## config.mk

```make
export PLATFORM = sky130hd
export DESIGN_NAME = debounce_bank
export DESIGN_NICKNAME = d
export VERILOG_FILES = /design/src/rtl/debounce_bank.sv
export SDC_FILE = /design/constraint.sdc
export NUM_CORES = 1
export LEC_CHECK = 0
export ABC_AREA = 1
export BUFFER_PORTS_ARGS = -buffer_cell sky130_fd_sc_hd__buf_2
export CELL_PAD_IN_SITES_DETAIL_PLACEMENT = 0
export CELL_PAD_IN_SITES_GLOBAL_PLACEMENT = 1
export CORE_ASPECT_RATIO = 1.5
export CORE_MARGIN = 4
export CORE_UTILIZATION = 45
export DETAILED_ROUTE_END_ITERATION = 10
export MAX_ROUTING_LAYER = met4
export PLACE_DENSITY = 0.86
export SYNTH_ARGS = -nofsm -noshare
export SYNTH_HDL_FRONTEND = slang
export SYNTH_SLANG_ARGS = --single-unit
```

## constraint.sdc

```tcl
create_clock -name i_clk -period 2 [get_ports i_clk]
set_clock_uncertainty 0.05 [all_clocks]
set_input_delay 0.2 -clock i_clk [delete_from_list [all_inputs] [get_ports i_clk]]
set_output_delay 0.2 -clock i_clk [all_outputs]
set_load 0.01 [all_outputs]
```

## src/rtl/debounce_bank.sv

```systemverilog
// debounce_bank: N_CH independent switch debouncers with edge and long-press pulses.
// Latency: a level first captured by the synchronizer at edge E reaches o_switch at edge E+DEBOUNCE_LIMIT+1.
// Backpressure: none; every output is a registered level or a single-cycle pulse.
//
// Ports:
//   i_clk     single rising-edge clock
//   i_rst_n   synchronous active-low reset
//   i_switch  raw asynchronous switch levels, one bit per channel
//   o_switch  debounced levels
//   o_rise    one-cycle pulse when a 0->1 change is accepted
//   o_fall    one-cycle pulse when a 1->0 change is accepted
//   o_hold    one-cycle pulse after the level has been high for HOLD_LIMIT cycles
//   o_any     OR of all o_rise/o_fall bits, aligned with them
module debounce_bank #(
  parameter int N_CH           = 4,
  parameter int DEBOUNCE_LIMIT = 315000,
  parameter int CNT_W          = 19,
  parameter int HOLD_LIMIT     = 25000000,
  parameter int HOLD_W         = 25
) (
  input  logic            i_clk,
  input  logic            i_rst_n,
  input  logic [N_CH-1:0] i_switch,
  output logic [N_CH-1:0] o_switch,
  output logic [N_CH-1:0] o_rise,
  output logic [N_CH-1:0] o_fall,
  output logic [N_CH-1:0] o_hold,
  output logic            o_any
);

  localparam logic [CNT_W-1:0]  LP_CNT_MAX  = CNT_W'(DEBOUNCE_LIMIT - 1);
  localparam logic [HOLD_W-1:0] LP_HOLD_MAX = HOLD_W'(HOLD_LIMIT);
  localparam logic [HOLD_W-1:0] LP_HOLD_PRE = HOLD_W'(HOLD_LIMIT - 1);

  logic [N_CH-1:0]   r_s1;
  logic [N_CH-1:0]   r_s2;
  logic [CNT_W-1:0]  r_cnt  [N_CH];
  logic [HOLD_W-1:0] r_hold [N_CH];

  logic [CNT_W-1:0]  w_cnt_nxt  [N_CH];
  logic [HOLD_W-1:0] w_hold_nxt [N_CH];
  logic [N_CH-1:0]   w_sw_nxt;
  logic [N_CH-1:0]   w_hold_hit;
  logic [N_CH-1:0]   w_rise;
  logic [N_CH-1:0]   w_fall;

  always_comb begin
    w_sw_nxt   = o_switch;
    w_hold_hit = '0;
    for (int n = 0; n < N_CH; n++) begin
      w_cnt_nxt[n]  = '0;
      w_hold_nxt[n] = '0;

      // Count consecutive mismatch cycles; any agreeing cycle leaves the
      // counter at its cleared default so the run must start over.
      if (r_s2[n] != o_switch[n]) begin
        if (r_cnt[n] == LP_CNT_MAX) begin
          w_sw_nxt[n] = r_s2[n];
        end else begin
          w_cnt_nxt[n] = r_cnt[n] + CNT_W'(1);
        end
      end

      // Hold counter runs on the current debounced level and saturates,
      // so the pre-limit value is seen only once per press.
      if (o_switch[n]) begin
        if (r_hold[n] != LP_HOLD_MAX) begin
          w_hold_nxt[n] = r_hold[n] + HOLD_W'(1);
        end else begin
          w_hold_nxt[n] = r_hold[n];
        end
        w_hold_hit[n] = (r_hold[n] == LP_HOLD_PRE);
      end
    end
    w_rise = w_sw_nxt & ~o_switch;
    w_fall = ~w_sw_nxt & o_switch;
  end

  always_ff @(posedge i_clk) begin
    if (!i_rst_n) begin
      r_s1     <= '0;
      r_s2     <= '0;
      o_switch <= '0;
      o_rise   <= '0;
      o_fall   <= '0;
      o_hold   <= '0;
      o_any    <= 1'b0;
      for (int n = 0; n < N_CH; n++) begin
        r_cnt[n]  <= '0;
        r_hold[n] <= '0;
      end
    end else begin
      r_s1     <= i_switch;
      r_s2     <= r_s1;
      o_switch <= w_sw_nxt;
      o_rise   <= w_rise;
      o_fall   <= w_fall;
      o_hold   <= w_hold_hit;
      o_any    <= |(w_rise | w_fall);
      for (int n = 0; n < N_CH; n++) begin
        r_cnt[n]  <= w_cnt_nxt[n];
        r_hold[n] <= w_hold_nxt[n];
      end
    end
  end

endmodule

```

==> metrics.cfg <==
[critical_path]
cp_data_required_time_ps=2380
cp_data_arrival_time_ps=2170
worst_setup_path_type=flop to flop
r2r-end=o_any
reg2reg_setup_slack_ps=210
worst-path-max-fanout=4
endpoint_kind=flop
worst_r2r_path_depth=8
type_of_element_launching_the_critical_path=flop
crit-reg2reg-launch=r_cnt[2][0]

[drt]
vias_per_cell=4.853
routedLengthMet1_microns=10190
detailed_router_s_first_iteration_violation_count=480
routed_wire_length_per_instance_microns=11.79
met2RoutedLength_microns=12500
dr.max_layer_used=met4
detail_route.wirelength_microns=24090
drc=0
met3WireLength_microns=850
firstDrtPassIters=5
detailroute.via_count=9915
drt_antenna_net_count=0

[timing]
final_period_minus_worst_setup_slack_ps=1793
final-max-slew-violation-count=0
clock.fmax_ghz=0.5577
tns_ps=0
timing.final.crit_share_pct=89.65
finalSetupViolations=0
worst_slew_pin_slew_ps=384.0
finalHoldViolCount=0
timing.max_slew.rel_slack_pct=74.17
rsz_0062_raised_after_global_routing=false

[synth]
ys.flop_type=dfxtp_1
synth.avg_cell_area_sq_um=6.482
syn-instance-count=1656
seq_area_frac_synth_pct=37.49
ys_seq_elements=201
ys_warn_count=0
async_reset_ff_share_pct=0
cell_variety_after_synth=37
synth_nets=1682
synth.cell_area_sq_um=10730
synth_enable_flop_cells=0

[run_status]
run_status=complete, no violations

[cts]
cts.htree.levels=1
clock-root-buffer=clkbuf_16
postCtsSetupBuffers=0
cts_hold_buffers=6
tritoncts=done
clock_sink_count=201
max-clock-path-buffers=3
cts_repair_resize_count=0
clock_latency_ps=500
number_of_buffers_created_by_cts=22
clk_pin_slew_ps=60

[placed_design]
place.port_buffers=22
dp_cells=1998
globalplace.congestion=0.8760
dpl_cell_area_sq_um=11260
detailed_place_hpwl_microns=18190

[min_path]
hold_path_class=primary input to flop
worst_hold_startpoint=i_switch[1]
min_path_cells=4
hold_crit_endpoint=r_s1[1]

[die]
start_util_pct=45.54
floorplan.io_pins=23
fp.dieW_microns=134.1
placementRows=69
die_h_microns=197.2
floorplan.die_area_sq_um=26440
floorplan.core_area_sq_um=23570

[pwr]
power.ir.vdd_worst_mv=0.8062
power_density_over_the_cells_nw_per_um2=717.5
total_power_mw=8.729
leakage_nw=3.933

[final_layout]
layout.cells.non_filler=2043
final_design_area_no_fill_sq_um=12170
final.fill_count=2390
flow.area_growth_from_synthesis_pct=13.35
finish.net_count=1735
antenna_cells_inserted=0
fraction_of_layout_cells_with_a_size_suffix_above_1_pct=8.527

[global_route]
grt_antenna_before_repair=0
grt_start_max_net_pins=20
first_pass_grt_wire_length_microns=42330
first_global_vias=9645
grt.overflow.total=0
grt_util_all_layers_pct=19.14

[job]
timing.max_cap.violations=0

[flip-flops by register name (all words and copies together), names as in the netlist]
register,cells
o_fall,4
o_rise,4
r_s1,4
o_any,1
r_s2,4
o_hold,4
o_switch,4
r_cnt,76
r_hold,100
[per-stage QoR]
step	utilization (%)	hold slack, ps	setup WS, ps
final	51.62	362.5	207.1
after global routing	51.62	385.1	5.065
after CTS	51.62	338.2	186.5
after detailed placement	47.79	336.5	225.8
after global placement	47.79	335.2	273.9
after floorplan	-	247.6	294.0
[layout make-up]
type / instances / area (sq um) / area share (%)
multi-input combinational: 1236 / 5829 / 47.91
inverter: 200 / 750.7 / 6.170
sequential: 201 / 4024 / 33.07
tap: 319 / 399.1 / 3.281
timing repair buffer: 48 / 320.3 / 2.633
clock buffer: 32 / 679.4 / 5.584
clock inverter: 7 / 163.9 / 1.347
[cells in the final DEF (no fill, tap or decap), types with 10 or more instances in the layout]
master     netlist  layout
nand2_1        430     430
inv_1          199     199
buf_2            8      22
nor2_2          20      20
o21ai_0         49      49
xor2_1          15      15
nand4_1         32      32
nand3_1        115     115
dfxtp_1        201     201
buf_4            5      20
a21oi_1        105     105
nand2_2         13      13
xnor2_1         18      18
nor3_1          17      17
nor2_1         342     342
ha_1            20      20
nor2_4          10      10
clkbuf_16        0      23
[worst max-delay path, stage by stage, from the launching register on]
cell and delay (ps):
dfxtp_1 370, ha_1 190, nand2_1 70, nor3_1 250
nand4_1 120, nand2_1 120, inv_1 50, ha_1 280
a41oi_1 210
[how the worst max path moves through the flow]
stage          cells past startpoint    end  slack [ps]         from
2_1_floorplan                      8  o_any         290  r_cnt[2][0]
3_3_place_gp                       8  o_any         270  r_cnt[2][0]
3_5_place_dp                       8  o_any         230  r_cnt[2][0]
4_1_cts                            8  o_any         190  r_cnt[2][0]
5_1_grt                            8  o_any           5  r_cnt[2][0]
6_report                           8  o_any         210  r_cnt[2][0]
[layer usage]
layer  vias to the layer above  GRT usage, %
li1                       5328             -
met1                      4423         20.59
met2                       120         35.86
met3                        44         2.931
met4                         0         6.075
met5                         -             -
[synthesized netlist by cell type, drive strengths merged, types with 2 or more instances]
| cell | n | area share [%] |
|---|---|---|
| nand2 | 446 | 16 |
| nor2 | 373 | 14 |
| dfxtp | 201 | 37 |
| inv | 200 | 7.0 |
| nand3 | 125 | 6.5 |
| a21oi | 105 | 4.9 |
| o21ai | 54 | 2.6 |
| nand4 | 32 | 1.9 |
| nor3 | 23 | 1.4 |
| ha | 20 | 2.3 |
| xnor2 | 18 | 1.5 |
| buf | 17 | 1.1 |
| xor2 | 15 | 1.2 |
| or2 | 9 | 0.52 |
| nand3b | 5 | 0.35 |
| and2 | 3 | 0.17 |
| nor4 | 3 | 0.23 |
| clkbuf | 2 | 0.070 |
| nor3b | 2 | 0.14 |
[cells by family after synthesis]
| kind of cell | after synthesis | share of synthesized area (%) |
|---|---|---|
| AOI/OAI and AO/OA | 162 | 7.670 |
| and+or+nand+nor | 1021 | 41.61 |
| buffers and inverters | 219 | 8.206 |
| xor gates and xnor gates | 33 | 2.693 |
| DFF | 201 | 37.49 |
| adders and majority gates | 20 | 2.331 |
[where the power goes]
part           internal (mW)  switching [mW]  leakage, nW  total (mW)
clock                   3.00            1.66        0.415        4.66
sequential              4.01         0.00548         1.62        4.02
combinational         0.0225          0.0333         1.90      0.0558
No activity file was read; power rests on OpenSTA's default activity.
